## src/rtl/regfile_wb_sink.sv

```systemverilog
// regfile_wb_sink
//   32-entry general purpose register file of the MIPS32 pipeline. It takes
//   the writeback stream, serves two registered read ports to the ID stage
//   (with same-edge WB->read bypass), keeps a per-register busy scoreboard of
//   pending writers and derives the ID-stage stall flag from it.
//
// Ports
//   clk          pipeline clock, all state updates on posedge
//   rst          asynchronous, active-high reset
//   WB_RegWrite  writeback strobe
//   WB_rd        writeback destination register
//   WB_data      writeback data
//   HALTED       halt indication from WB (captured sticky into halted_q)
//   rd_en        ID read strobe; rs_data/rt_data hold when low
//   rs_addr      read port A address
//   rt_addr      read port B address
//   rs_data      registered read data A (1-cycle latency)
//   rt_data      registered read data B (1-cycle latency)
//   iss_valid    ID issues an instruction that will write iss_rd
//   iss_rd       destination of the issued instruction
//   rs_busy      combinational busy bit of rs_addr
//   rt_busy      combinational busy bit of rt_addr
//   stall        combinational rd_en & (rs_busy | rt_busy)
//   halted_q     sticky registered copy of HALTED
//
// Handshake: there is no back-pressure. iss_valid and WB_RegWrite are plain
// one-cycle strobes sampled on the posedge; the ID stage itself must honour
// stall by not advancing while it is high.

module regfile_wb_sink #(
  parameter int DATA_W = 32,
  parameter int NREG   = 32
) (
  input  logic              clk,
  input  logic              rst,
  input  logic              WB_RegWrite,
  input  logic [4:0]        WB_rd,
  input  logic [DATA_W-1:0] WB_data,
  input  logic              HALTED,
  input  logic              rd_en,
  input  logic [4:0]        rs_addr,
  input  logic [4:0]        rt_addr,
  output logic [DATA_W-1:0] rs_data,
  output logic [DATA_W-1:0] rt_data,
  input  logic              iss_valid,
  input  logic [4:0]        iss_rd,
  output logic              rs_busy,
  output logic              rt_busy,
  output logic              stall,
  output logic              halted_q
);

  logic [DATA_W-1:0] regs [NREG];
  logic [NREG-1:0]   busy;
  logic [NREG-1:0]   busy_next;
  logic              wr_qual;
  logic              iss_set;
  logic [DATA_W-1:0] rs_next;
  logic [DATA_W-1:0] rt_next;

  // A write only counts when not halted and not aimed at R0. Because R0 is
  // excluded here, the bypass below can never forward into R0 either.
  assign wr_qual = WB_RegWrite && !halted_q && (WB_rd != 5'd0);
  assign iss_set = iss_valid && (iss_rd != 5'd0);

  // Register array. R0 is never written, so it stays at its reset value 0.
  always_ff @(posedge clk or posedge rst) begin
    if (rst) begin
      for (int i = 0; i < NREG; i++) regs[i] <= '0;
    end else if (wr_qual) begin
      regs[WB_rd] <= WB_data;
    end
  end

  // Read with same-edge bypass from the qualifying writeback.
  always_comb begin
    rs_next = regs[rs_addr];
    rt_next = regs[rt_addr];
    if (wr_qual && (WB_rd == rs_addr)) rs_next = WB_data;
    if (wr_qual && (WB_rd == rt_addr)) rt_next = WB_data;
  end

  always_ff @(posedge clk or posedge rst) begin
    if (rst) begin
      rs_data <= '0;
      rt_data <= '0;
    end else if (rd_en) begin
      rs_data <= rs_next;
      rt_data <= rt_next;
    end
  end

  // Scoreboard: the clear is applied before the set so that a new writer
  // issued on the same edge as the WB of an older one stays pending.
  always_comb begin
    busy_next = busy;
    if (wr_qual) busy_next[WB_rd] = 1'b0;
    if (iss_set) busy_next[iss_rd] = 1'b1;
    busy_next[0] = 1'b0;
  end

  always_ff @(posedge clk or posedge rst) begin
    if (rst) begin
      busy <= '0;
    end else if (!halted_q) begin
      busy <= busy_next;
    end
  end

  always_ff @(posedge clk or posedge rst) begin
    if (rst) begin
      halted_q <= 1'b0;
    end else if (HALTED) begin
      halted_q <= 1'b1;
    end
  end

  // Hazard flags look only at the current busy vector; a WB clearing the
  // bit on this edge is covered by the bypass path, not by these flags.
  assign rs_busy = busy[rs_addr];
  assign rt_busy = busy[rt_addr];
  assign stall   = rd_en && (rs_busy || rt_busy);

endmodule
```

## config.mk

```make
export PLATFORM = sky130hd
export DESIGN_NAME = regfile_wb_sink
export DESIGN_NICKNAME = d
export VERILOG_FILES = /design/src/rtl/regfile_wb_sink.sv
export SDC_FILE = /design/constraint.sdc
export NUM_CORES = 2
export LEC_CHECK = 0
export CAP_MARGIN = 30
export CORE_ASPECT_RATIO = 1.5
export CORE_UTILIZATION = 57
export DETAILED_ROUTE_END_ITERATION = 6
export GPL_ROUTABILITY_DRIVEN = 0
export PLACE_DENSITY = 0.87
export SETUP_SLACK_MARGIN = 0.02
export SLEW_MARGIN = 20
export SYNTH_ARGS = -nofsm -noshare
export SYNTH_HDL_FRONTEND = slang
export SYNTH_SLANG_ARGS = --single-unit
```

## constraint.sdc

```tcl
create_clock -name clk -period 35.1 [get_ports clk]
set_clock_uncertainty 0.1 [all_clocks]
set_input_delay 3.51 -clock clk [delete_from_list [all_inputs] [get_ports clk]]
set_output_delay 3.51 -clock clk [all_outputs]
set_load 0.05 [all_outputs]
```

Word level (Yosys, flattened, before mapping)

Index checks and enable logic that the tools add are counted.

Flip-flop bits (word level): 1120
Input port bits: 58
Output and inout port bits: 68
Word-level logic and storage cells: 88

$lt $le $gt $ge: 10
Equality and inequality tests: 2
Mux-type cells: 21
Bitwise logic cells: 6
Reductions and logical operators: 13

Operators by type and width:

| kind                 | count |
|---|---|
| $bwmux W1024         | 1 |
| $bmux W32 S5         | 2 |
| $mux W32             | 9 |
| $demux W32 S5        | 1 |
| $and A32 B32 Y32     | 1 |
| $not A32 Y32         | 1 |
| $or A32 B32 Y32      | 1 |
| $lt A5 B6 Y1 const B | 4 |
| $ge A6 B6 Y1 const B | 3 |
| $not A5 Y6           | 3 |
| $bmux W1 S5          | 2 |
| $demux W1 S5         | 2 |
| $eq A5 B5 Y1         | 2 |
| $ge A5 B1 Y1 const B | 2 |
| $reduce_bool A5 Y1   | 2 |
| $logic_and A1 B1 Y1  | 9 |
| $lt A6 B1 Y1 const B | 1 |
| $mux W1              | 4 |
| $logic_not A1 Y1     | 1 |
| $logic_or A1 B1 Y1   | 1 |

Logic depth before layout (Yosys ltp)

Depth after elaboration: 9
Mapped depth: 10
Mapped depth without buffers: 5

Worst setup path before layout

OpenSTA, ideal clock, no wires.

Path kind: in2out
Start: input rt_addr[1]
End: output stall
Arrival: 5754 ps
Data required time: 31490 ps
Setup slack: 25736 ps
Cell stages on the path: 9
Path buffers: 4
Path through: clkbuf_1 > buf_4 > buf_2 > buf_2 > nand2_1 > mux2_2 > o211ai_1 > and3_1 > o21a_1

Longest elaborated chain between the ends: 4

RTL lines:

| item                          | RTL line | text |
|---|---|---|
| start, declared               | 42       | `input logic [4:0] rt_addr,` |
| $bmux W1 S5                   | 121      | `assign rt_busy = busy[rt_addr];` |
| $mux W1 (not written as such) | 121      |  |
| net rt_busy                   | 48       | `output logic rt_busy,` |
| $logic_or A1 B1 Y1            | 122      | `assign stall = rd_en && (rs_busy \|\| rt_busy);` |
| $logic_and A1 B1 Y1           | 122      |  |
| end, declared                 | 49       | `output logic stall,` |

The timed path passes the listed nets, and every way through them passes these cells. The select of a mux whose other input is x is not followed.

Final worst setup path

Start: input rt_addr[1]
End: output stall

Longest elaborated chain between the ends: 4

RTL lines:

| item                          | RTL line |
|---|---|
| $bmux W1 S5                   | 121 |
| $mux W1 (not written as such) | 121 |
| $logic_or A1 B1 Y1            | 122 |
| $logic_and A1 B1 Y1           | 122 |

No other way between the ends. The select of a mux whose other input is x is not followed.

==> metrics <==
outcome=completed; Power Density=43.7 mW/mm^2; number of max-capacitance violations reported=0; Post-Synthesis Cells=3,877; CTS Root Buffer Type=sky130_fd_sc_hd__clkbuf_16; WL/cell=34.8 um; clock net sink count=1,120; Post-synth ARST share=1.00; IR Drop Worst-Case VDD=0.0000523 V; post-route cell area=0.0647 sq mm; NumNets Final=3,854; clock tree from TritonCTS=done; number of design rule violations left after detail routing=0; area overhead of the layout relative to synthesis=10.4%; number of post-CTS setup repair buffers=0; number of buffers added by the clock tree synthesis step=105; most common library cell in the layout ignoring fill and taps=sky130_fd_sc_hd__dfrtp_1; routed vias/inst=7.59; number of placement rows=143; count of input and output buffers=125; total wirelength of the detailed-routed design=180,000 um; via count of the first global-routing pass=40,600; highest-delay cell along the critical path=sky130_fd_sc_hd__clkdlybuf4s50_1; Finish-stage setup viols=0; vias after detailed routing=39,300; worst setup timing slack at the placement stage=24,750 ps; Leak Pwr=29.8 nW; placed instance area=0.0608 sq mm; width of the chip=264 um; cts repair resizes=0; Worst Setup Path Type=input port to output pin; global-route wire length before repair=267,000 um; final worst-path cycle share=0.296; number of register bits inferred by synthesis=1,120; count of pins on the block boundary=126; Post-Syn Nets=3,935; Iter 0 DRT Violations=5,195; starting density of the core=0.577; post-route antenna net violation count=0; primary flip-flop cell chosen by synthesis mapping=sky130_fd_sc_hd__dfrtp_1; minimum clock period after layout=10,370 ps; CTS hold repair buffers=0; number of distinct library cells after synthesis=60; die span in y=395 um; H-tree depth reported by CTS=3; delay of the slowest critical-path stage=690 ps; largest net degree at the start of global routing=191; Total Negative Setup Slacks=0 ps; maximum frequency from static timing analysis=0.0964 GHz; type of origin of the critical path=input port; setup repair after global routing missed its margin=false; netlist area before placement=0.0586 sq mm; yosys synthesis warning count=0; 1st-pass router iterations=6; number of antenna violations at the first check in global routing=13; global route overflow=0; transition at the pin with the smallest max-transition slack=1130 ps; normalized max-slew margin=0.243; required time of the critical path=31,490 ps; clock slew at the register clock pins of the worst setup and hold paths=60 ps; list of cells traversed by the critical path=buf_8, buf_12, mux4_2, o32a_1, and3_1, o21a_1, clkdlybuf4s50_1; Critical path buffers and inverters=3; top library cells by usage in the layout, fill and taps aside=sky130_fd_sc_hd__dfrtp_1 (1,120), sky130_fd_sc_hd__mux2_2 (1,004), sky130_fd_sc_hd__mux4_2 (476), sky130_fd_sc_hd__mux2i_1 (176), sky130_fd_sc_hd__clkdlybuf4s50_1 (111); sequential element share of the synthesized area=0.478; count of filler cells inserted in the layout=6,828; hpwl dp=102,000 um; average instance area after synthesis=15.1 sq um; Final WS setup=24,730 ps; die area=0.104 sq mm; Critical Path Sink Type=output pin; CTS max path bufs=3; CP Max Fanout=123; clock latency at the later pin of the worst-skew pair=690 ps; class of the most critical hold timing path=flop to flop; fraction of layout cells with a size suffix above 1=0.474; cell family with most CP delay=buffers and inverters; placeable core region=0.102 sq mm; Slew Viols, Final=0; number of hold violations in the final report=0; data arrival time of the critical path=6760 ps; number of enable flip-flop cells after synthesis=0; GRT Util Overall=0.347
-- cells by family after synthesis --
kind of cell | after synthesis | share of synthesized area
flops | 1120 | 0.478
xor+xnor | 10 | 0.00149
mux | 1671 | 0.413
buf+inv | 454 | 0.0358
simple gates | 249 | 0.0234
compound gates | 373 | 0.0482
-- area by class of cell --
cell class,count,area (sq um),share of cell area
multi-input combinational,2303,28700,0.443
sequential,1120,28000,0.433
timing repair buffer,249,2670,0.0412
clock inverter,42,618,0.00955
antenna,2,5.00,0.0000774
clock buffer,142,3010,0.0466
tap,1305,1630,0.0252
inverter,17,67.6,0.00104
-- cell usage after synthesis (17+ instances only) --
| master | number | area [sq um] |
|---|---|---|
| sky130_fd_sc_hd__a22o_1 | 27 | 236 |
| sky130_fd_sc_hd__dfrtp_1 | 1120 | 28000 |
| sky130_fd_sc_hd__buf_1 | 57 | 214 |
| sky130_fd_sc_hd__mux2i_1 | 176 | 1760 |
| sky130_fd_sc_hd__a211oi_1 | 26 | 195 |
| sky130_fd_sc_hd__mux4_2 | 476 | 10700 |
| sky130_fd_sc_hd__buf_2 | 130 | 651 |
| sky130_fd_sc_hd__nor2b_1 | 49 | 307 |
| sky130_fd_sc_hd__nor4_1 | 21 | 131 |
| sky130_fd_sc_hd__a2111oi_0 | 22 | 193 |
| sky130_fd_sc_hd__nor2_1 | 45 | 169 |
| sky130_fd_sc_hd__o22ai_1 | 90 | 563 |
| sky130_fd_sc_hd__a21oi_1 | 40 | 200 |
| sky130_fd_sc_hd__a221o_1 | 58 | 581 |
| sky130_fd_sc_hd__nand2_1 | 53 | 199 |
| sky130_fd_sc_hd__buf_4 | 17 | 128 |
| sky130_fd_sc_hd__clkbuf_1 | 215 | 807 |
| sky130_fd_sc_hd__o221ai_1 | 20 | 175 |
| sky130_fd_sc_hd__a22oi_1 | 31 | 233 |
| sky130_fd_sc_hd__mux2_2 | 1004 | 11300 |
-- worst paths after layout --
| check | from | to | slack, ps | cells after the start |
|---|---|---|---|---|
| max in group asynchronous | rst | regs[696] | 28650 | 7 |
| min | regs[1005] | regs[1005] | 290 | 0 |
| min reg2reg | regs[1005] | regs[1005] | 290 | 0 |
| min in group asynchronous | rst | regs[488] | 3280 | 3 |
| max reg2reg | halted_q | rt_data[3] | 31760 | 6 |
| max | rt_addr[1] | stall | 24730 | 7 |
-- through the flow --
stage | util | hold WS, ps | std cells | power [mW]
6_report | 0.637 | 295 | 5180 | 2.83
5_1_grt | 0.637 | 304 | 5179 | 2.89
4_1_cts | 0.634 | 298 | 5160 | 2.82
3_5_place_dp | 0.598 | 283 | 4976 | 1.62
3_3_place_gp | 0.594 | 275 | 4951 | 1.61
2_1_floorplan | - | 338 | 3877 | 1.53
-- sequential cells by signal (all words and copies together), names as in the netlist --
name      count
busy         31
rt_data      32
rs_data      32
halted_q      1
regs       1024
-- power by group --
group / total (mW) / leakage, nW / switching (mW) / internal (mW)
Sequential: 1.34 / 15.5 / 0.0234 / 1.31
Clock: 1.22 / 1.78 / 0.513 / 0.709
Combinational: 0.270 / 12.6 / 0.173 / 0.0976
Total: 2.83 / 29.8 / 0.709 / 2.12
-- worst register-to-register path, cell delays in order (launching register included) --
cell	delay [ps]
sky130_fd_sc_hd__dfrtp_1	500
sky130_fd_sc_hd__nand2b_4	240
sky130_fd_sc_hd__a21o_1	270
sky130_fd_sc_hd__o31ai_4	760
sky130_fd_sc_hd__buf_4	720
sky130_fd_sc_hd__nor4_1	300
sky130_fd_sc_hd__a221o_1	330
-- routing by layer --
metal / up-vias / wire, um / track usage
met3: 759 / 22500 / 0.101
met5: - / 191 / 0
met1: 20700 / 62300 / 0.438
met4: 28 / 11500 / 0.198
met2: 2927 / 83700 / 0.538
li1: 14900 / - / -
No activity file was read; power rests on OpenSTA's default activity.
